**src/rtl/ascii_load_sched_if.sv**
```systemverilog
// Bundle of ioctl, UART and ACIA-side signals around the receive scheduler.
interface ascii_load_sched_if;
    logic       load_from;
    logic       ioctl_download;
    logic       ioctl_wr;
    logic [7:0] ioctl_data;
    logic       ioctl_wait;
    logic       uart_valid;
    logic [7:0] uart_data;
    logic       rx_valid;
    logic [7:0] rx_data;
    logic       rx_ready;
    logic       busy;
    logic       overflow;

    modport master (
        output load_from, ioctl_download, ioctl_wr, ioctl_data,
        output uart_valid, uart_data, rx_ready,
        input  ioctl_wait, rx_valid, rx_data, busy, overflow
    );

    modport slave (
        input  load_from, ioctl_download, ioctl_wr, ioctl_data,
        input  uart_valid, uart_data, rx_ready,
        output ioctl_wait, rx_valid, rx_data, busy, overflow
    );
endinterface

```
**src/rtl/ascii_load_sched.sv**
```systemverilog
// Paced file/UART byte scheduler feeding the ACIA receive path.
// Optional LOAD_NEWLINE_XLATE_EN: file-mode CR LF / lone LF become a single CR.
module ascii_load_sched #(
    parameter int FIFO_AW     = 4,
    parameter int PACE_CYCLES = 48000,
    parameter int LINE_MULT   = 20
) (
    input  logic               clk_sys,
    input  logic               reset,
    ascii_load_sched_if.slave  bus
);
    localparam int DEPTH = 1 << FIFO_AW;
    localparam int CW    = FIFO_AW + 1;
    localparam int LONG  = PACE_CYCLES * LINE_MULT;
    localparam int GW    = $clog2(LONG + 1);

    localparam logic [GW-1:0] GAP_SHORT = GW'(PACE_CYCLES - 1);
    localparam logic [GW-1:0] GAP_LONG  = GW'(LONG - 1);
    localparam logic [CW-1:0] FULL      = CW'(DEPTH);
    localparam logic [CW-1:0] HIGH      = CW'(DEPTH - 2);

    typedef enum logic [1:0] {
        IDLE,
        PRESENT,
        GAP
    } state_t;

    logic [7:0]         mem [DEPTH];
    logic [FIFO_AW-1:0] wptr;
    logic [FIFO_AW-1:0] rptr;
    logic [CW-1:0]      count;
    logic [CW-1:0]      count_next;
    logic [GW-1:0]      gap;
    state_t             state;
    logic               lf_q;
    logic               rx_valid;
    logic [7:0]         rx_data;
    logic               ioctl_wait;
    logic               overflow;

    logic       file_mode;
    logic       flush;
    logic       raw_push;
    logic [7:0] raw_data;
    logic       push;
    logic [7:0] push_data;
    logic       full;
    logic       wr;
    logic       pop;

    assign file_mode = ~bus.load_from;
    assign flush     = bus.load_from ^ lf_q;
    assign raw_push  = file_mode ? (bus.ioctl_download & bus.ioctl_wr)
                                 : bus.uart_valid;
    assign raw_data  = file_mode ? bus.ioctl_data : bus.uart_data;

`ifdef LOAD_NEWLINE_XLATE_EN
    logic last_cr;

    always_comb begin
        push      = raw_push;
        push_data = raw_data;
        if (file_mode && raw_data == 8'h0A) begin
            push      = raw_push & ~last_cr;
            push_data = 8'h0D;
        end
    end

    always_ff @(posedge clk_sys) begin
        if (reset || flush)
            last_cr <= 1'b0;
        else if (raw_push && file_mode)
            last_cr <= (raw_data == 8'h0D);
    end
`else
    assign push      = raw_push;
    assign push_data = raw_data;
`endif

    // Full is judged on the pre-pop count, so push+pop on full drops.
    assign full = (count == FULL);
    assign wr   = push & ~full;
    assign pop  = (state == IDLE) && (count != '0) && (gap == '0);

    always_comb begin
        count_next = count;
        if (wr && !pop)
            count_next = count + CW'(1);
        else if (!wr && pop)
            count_next = count - CW'(1);
    end

    always_ff @(posedge clk_sys) begin
        if (wr && !reset && !flush)
            mem[wptr] <= push_data;
    end

    always_ff @(posedge clk_sys) begin
        if (reset) begin
            lf_q       <= bus.load_from;
            wptr       <= '0;
            rptr       <= '0;
            count      <= '0;
            gap        <= '0;
            state      <= IDLE;
            rx_valid   <= 1'b0;
            rx_data    <= 8'h00;
            ioctl_wait <= 1'b0;
            overflow   <= 1'b0;
        end else begin
            lf_q <= bus.load_from;
            if (flush) begin
                wptr       <= '0;
                rptr       <= '0;
                count      <= '0;
                gap        <= '0;
                state      <= IDLE;
                rx_valid   <= 1'b0;
                ioctl_wait <= 1'b0;
            end else begin
                if (wr)
                    wptr <= wptr + FIFO_AW'(1);
                if (push && full)
                    overflow <= 1'b1;
                count      <= count_next;
                ioctl_wait <= file_mode && (count_next >= HIGH);
                unique case (state)
                    IDLE: begin
                        if (pop) begin
                            rx_data  <= mem[rptr];
                            rptr     <= rptr + FIFO_AW'(1);
                            rx_valid <= 1'b1;
                            state    <= PRESENT;
                        end
                    end
                    PRESENT: begin
                        if (bus.rx_ready) begin
                            rx_valid <= 1'b0;
                            state    <= GAP;
                            if (!file_mode)
                                gap <= '0;
                            else if (rx_data == 8'h0D)
                                gap <= GAP_LONG;
                            else
                                gap <= GAP_SHORT;
                        end
                    end
                    GAP: begin
                        if (gap == '0)
                            state <= IDLE;
                        else
                            gap <= gap - GW'(1);
                    end
                    default: state <= IDLE;
                endcase
            end
        end
    end

    assign bus.rx_valid   = rx_valid;
    assign bus.rx_data    = rx_data;
    assign bus.ioctl_wait = ioctl_wait;
    assign bus.overflow   = overflow;
    assign bus.busy       = (count != '0) || (state != IDLE);
endmodule

```
**src/flat_wrapper.sv**
```systemverilog
// flat-port wrapper written by rule: the top's interface ports become plain ports
module ascii_load_sched_flat 
#(
    parameter int FIFO_AW     = 4,
    parameter int PACE_CYCLES = 48000,
    parameter int LINE_MULT   = 20
)
  (clk_sys, reset, bus_load_from, bus_ioctl_download, bus_ioctl_wr, bus_ioctl_data, bus_uart_valid, bus_uart_data, bus_rx_ready, bus_ioctl_wait, bus_rx_valid, bus_rx_data, bus_busy, bus_overflow);
  ascii_load_sched_if bus_i ();
  input  logic clk_sys;
  input  logic reset;
  input wire logic [$bits(bus_i.load_from)-1:0] bus_load_from;
  input wire logic [$bits(bus_i.ioctl_download)-1:0] bus_ioctl_download;
  input wire logic [$bits(bus_i.ioctl_wr)-1:0] bus_ioctl_wr;
  input wire logic [$bits(bus_i.ioctl_data)-1:0] bus_ioctl_data;
  input wire logic [$bits(bus_i.uart_valid)-1:0] bus_uart_valid;
  input wire logic [$bits(bus_i.uart_data)-1:0] bus_uart_data;
  input wire logic [$bits(bus_i.rx_ready)-1:0] bus_rx_ready;
  output wire logic [$bits(bus_i.ioctl_wait)-1:0] bus_ioctl_wait;
  output wire logic [$bits(bus_i.rx_valid)-1:0] bus_rx_valid;
  output wire logic [$bits(bus_i.rx_data)-1:0] bus_rx_data;
  output wire logic [$bits(bus_i.busy)-1:0] bus_busy;
  output wire logic [$bits(bus_i.overflow)-1:0] bus_overflow;
  assign bus_i.load_from = bus_load_from;
  assign bus_i.ioctl_download = bus_ioctl_download;
  assign bus_i.ioctl_wr = bus_ioctl_wr;
  assign bus_i.ioctl_data = bus_ioctl_data;
  assign bus_i.uart_valid = bus_uart_valid;
  assign bus_i.uart_data = bus_uart_data;
  assign bus_i.rx_ready = bus_rx_ready;
  assign bus_ioctl_wait = bus_i.ioctl_wait;
  assign bus_rx_valid = bus_i.rx_valid;
  assign bus_rx_data = bus_i.rx_data;
  assign bus_busy = bus_i.busy;
  assign bus_overflow = bus_i.overflow;
  ascii_load_sched #(.FIFO_AW(FIFO_AW), .PACE_CYCLES(PACE_CYCLES), .LINE_MULT(LINE_MULT)) u_core (.clk_sys(clk_sys), .reset(reset), .bus(bus_i));
endmodule
```
**config.mk**
```make
export PLATFORM = sky130hd
export DESIGN_NAME = ascii_load_sched_flat
export DESIGN_NICKNAME = d
export VERILOG_FILES = /design/src/rtl/ascii_load_sched_if.sv /design/src/rtl/ascii_load_sched.sv /design/src/flat_wrapper.sv
export SDC_FILE = /design/constraint.sdc
export NUM_CORES = 1
export LEC_CHECK = 0
export CORE_MARGIN = 2
export CORE_UTILIZATION = 60
export DETAILED_ROUTE_END_ITERATION = 6
export PLACE_DENSITY_LB_ADDON = 0.08
export SYNTH_ARGS = -nofsm -noshare
export SYNTH_HDL_FRONTEND = slang
export SYNTH_SLANG_ARGS = --single-unit
```
**constraint.sdc**
```tcl
create_clock -name clk_sys -period 9.6 [get_ports clk_sys]
set_clock_uncertainty 0.2 [all_clocks]
set_input_delay 1.44 -clock clk_sys [delete_from_list [all_inputs] [get_ports clk_sys]]
set_output_delay 1.44 -clock clk_sys [all_outputs]
set_load 0.005 [all_outputs]
```
==> flow_metrics.py <==
metrics = {
    "power_and_ir_drop": {
        "p_seq_share_pct": 43.2,
        "p_leak_uw": 0.00268,
        "swShare_pct": 29.4,
        "vdd_drop_max_mv": 0.158,
        "p_switching_uw": 596,
        "comb_power_share_pct": 24.4,
        "clkPwrFrac_pct": 32.4,
        "p_int_uw": 1430,
        "power_density_mw_per_mm2": 240,
    },
    "drt": {
        "vias": 4466,
        "remaining_drc_errors": 0,
        "first_iter_violations": 618,
        "wirelength_mm": 15.9,
        "drt_pass1_iterations": 7,
        "wl_per_cell_um": 22.5,
        "drtAntennaViolNets": 0,
        "viasPerCell": 6.33,
    },
    "die": {
        "num_rows": 40,
        "dieArea_mm2": 0.0132,
        "initial_core_util_pct": 61.6,
        "io_pins": 35,
        "die_width_um": 115,
        "die_h_um": 115,
        "core_area_mm2": 0.0120,
    },
    "sta": {
        "tightest_slew_ns": 1.21,
        "fmax_mhz": 217,
        "tns_ns": 0,
        "setup_violations": 0,
        "post-route-min-period_ns": 4.62,
        "worst_slack_ns": 4.98,
        "maxSlewViolCount": 0,
        "rsz0062_at_grt": "false",
        "min_period_over_period_pct": 48.1,
        "hold_viol": 0,
        "slew_headroom_pct": 18.6,
    },
    "global_route": {
        "grt_pass1_vias": 4338,
        "grt_pass1_wl_mm": 24.8,
        "grt_max_degree": 37,
        "antenna_found_initial": 0,
        "grt_usage_pct": 26.1,
        "grt-ovfl-total": 0,
    },
    "logic_synthesis": {
        "synth_most_common_cell": "edfxtp_1",
        "syn_nets": 547,
        "synthSimpleGateAreaFrac_pct": 9.81,
        "synth_top_family_by_area": "multiplexers",
        "ys_types": 45,
        "synth.area.top_cells": "edfxtp_1 (52%), dfxtp_1 (13%), mux4_2 (12%)",
        "synth_common_cells": "edfxtp_1 (128), nor2_1 (51), dfxtp_1 (47), mux4_2 (40), nand2_1 (35)",
        "synth_top_area_cell": "edfxtp_1",
        "yosys.area_share.adder_pct": 1.67,
        "ys_warn_count": 0,
        "netlist_instances": 515,
        "synthMuxAreaShare_pct": 14.7,
        "yosys_most_used_dff": "edfxtp_1",
        "ys_seq_area_share_pct": 64.7,
        "syn-cell-area_mm2": 0.00740,
        "synth_xor_area_share_pct": 1.66,
        "synth-compound-area-share_pct": 5.41,
        "synth-edff-count": 128,
        "synthDominantCellAreaShare_pct": 52.0,
        "syn_avg_cell_area_um2": 14.4,
        "synth-seq-cells": 175,
        "async_flop_share_pct": 0,
    },
    "place": {
        "dpl_worst_slack_ns": 4.61,
        "dp_cells": 673,
        "gp_congestion": 0.823,
        "place.port_buffers": 34,
        "dpl.hpwl_mm": 10.5,
        "dpl_cell_area_mm2": 0.00785,
    },
    "worst_setup_path": {
        "cp_max_fo": 36,
        "crit_type": "primary input to flop",
        "ff2ff_path_depth": 8,
        "worstPathRequired_ns": 9.44,
        "endpoint_kind": "flop",
        "crit_arrival_ns": 4.46,
        "startpoint_type": "primary input",
    },
    "clocking": {
        "clk_latency_ns": 0.43,
        "path_clk_slew_ns": 0.07,
        "cts_root_buf": "clkbuf_16",
        "htreeDepth": 4,
        "cts_hold_buf": 0,
        "cts.path.max_buffers": 2,
        "post_cts_resized": 0,
        "cts_inserted_buffers": 17,
        "cts_tree": "done",
        "postCtsSetupBuffers": 0,
        "cts_sinks": 175,
    },
    "finish": {
        "syn_to_final_growth_pct": 13.8,
        "drive_above_1_share_pct": 16.3,
        "antenna_cells": 0,
        "final_area_mm2": 0.00842,
        "final_nets": 577,
        "final_util_pct": 70.1,
        "final_cells": 705,
    },
    "outcome": {
        "status": "complete, no violations",
    },
    "hold_path": {
        "hold_path.class": "flop to flop",
        "whs_path_depth": 2,
    },
    "run": {
        "cap_violations": 0,
    },
}
==> per-layer routing <==
metal	vias to the layer above	routed length (µm)	GRT usage (%)
li1	2029	-	-
met1	2174	6420	35.0
met2	225	7810	41.0
met3	38	1140	7.06
met4	0	511	11.1
met5	-	0	0
==> state kept, by name, indices dropped and copies added, names as in the netlist, 2 cells and up <==
register and count:
u_core.mem 128, u_core.gap 20, u_core.bus.rx_data 8, u_core.count 5, u_core.rptr 4, u_core.wptr 4
u_core.state 2
==> path summary, 6_finish.rpt <==
check	slack (ns)	from	to
setup / recovery	4.98	bus_load_from	u_core.mem[2][1]$_DFFE_PP_
hold / removal	0.27	u_core.bus.rx_valid$_SDFFE_PP0P_	u_core.bus.rx_valid$_SDFFE_PP0P_
setup reg to reg	6.20	u_core.count[0]$_SDFF_PP0_	u_core.mem[2][1]$_DFFE_PP_
hold reg to reg	0.27	u_core.bus.rx_valid$_SDFFE_PP0P_	u_core.bus.rx_valid$_SDFFE_PP0P_
==> layout by cell type, fill, tap and decap left out, drive strengths merged, types with 4 or more instances in the layout <==
cell type	n
a21oi	23
buf	6
mux2i	10
xnor2	9
inv	16
nand3	6
a22oi	6
mux2	8
ha	9
mux4	40
clkdlybuf4s50	34
nand2b	5
edfxtp	128
clkinv	4
dfxtp	47
xor2	5
nor2	51
or4	5
nor3	18
clkbuf	18
nand2	35
nor4	8
o21ai	31
==> critical path: stages <==
cell and delay, ns:
clkdlybuf4s50_1 0.79, xnor2_1 0.38, nand2b_1 0.10, buf_4 0.25
nor2b_1 0.33, nand2_1 0.23, nor3_1 0.93
==> power by group through the flow <==
stage | Clock [µW] | Combinational (µW) | Sequential (µW)
2_1_floorplan | 0 | 361 | 885
3_3_place_gp | 0 | 485 | 888
3_5_place_dp | 0 | 496 | 890
4_1_cts | 667 | 499 | 874
5_1_grt | 698 | 544 | 878
6_report | 656 | 494 | 874
==> per-stage QoR <==
step | hold slack (ns) | power [µW]
3_3_place_gp | 0.247 | 1370
3_5_place_dp | 0.262 | 1390
2_1_floorplan | 0.253 | 1250
4_1_cts | 0.271 | 2040
5_1_grt | 0.304 | 2120
6_report | 0.269 | 2020
==> cell families (layout without fill, tap and decap cells) <==
family / count (synthesis) / in the layout
xor+xnor: 14 / 14
fa+ha+maj: 10 / 10
buf+inv: 37 / 80
compound gates: 71 / 71
mux: 58 / 58
flops: 175 / 175
simple gates: 150 / 150
==> final cells by class <==
type / count / area [µm²]
multi-input combinational: 303 / 2460
sequential: 175 / 4790
clock inverter: 14 / 141
inverter: 8 / 30.0
timing repair buffer: 40 / 385
fill: 794 / 3590
tap: 147 / 184
clock buffer: 18 / 429
No activity file was read; power rests on OpenSTA's default activity.
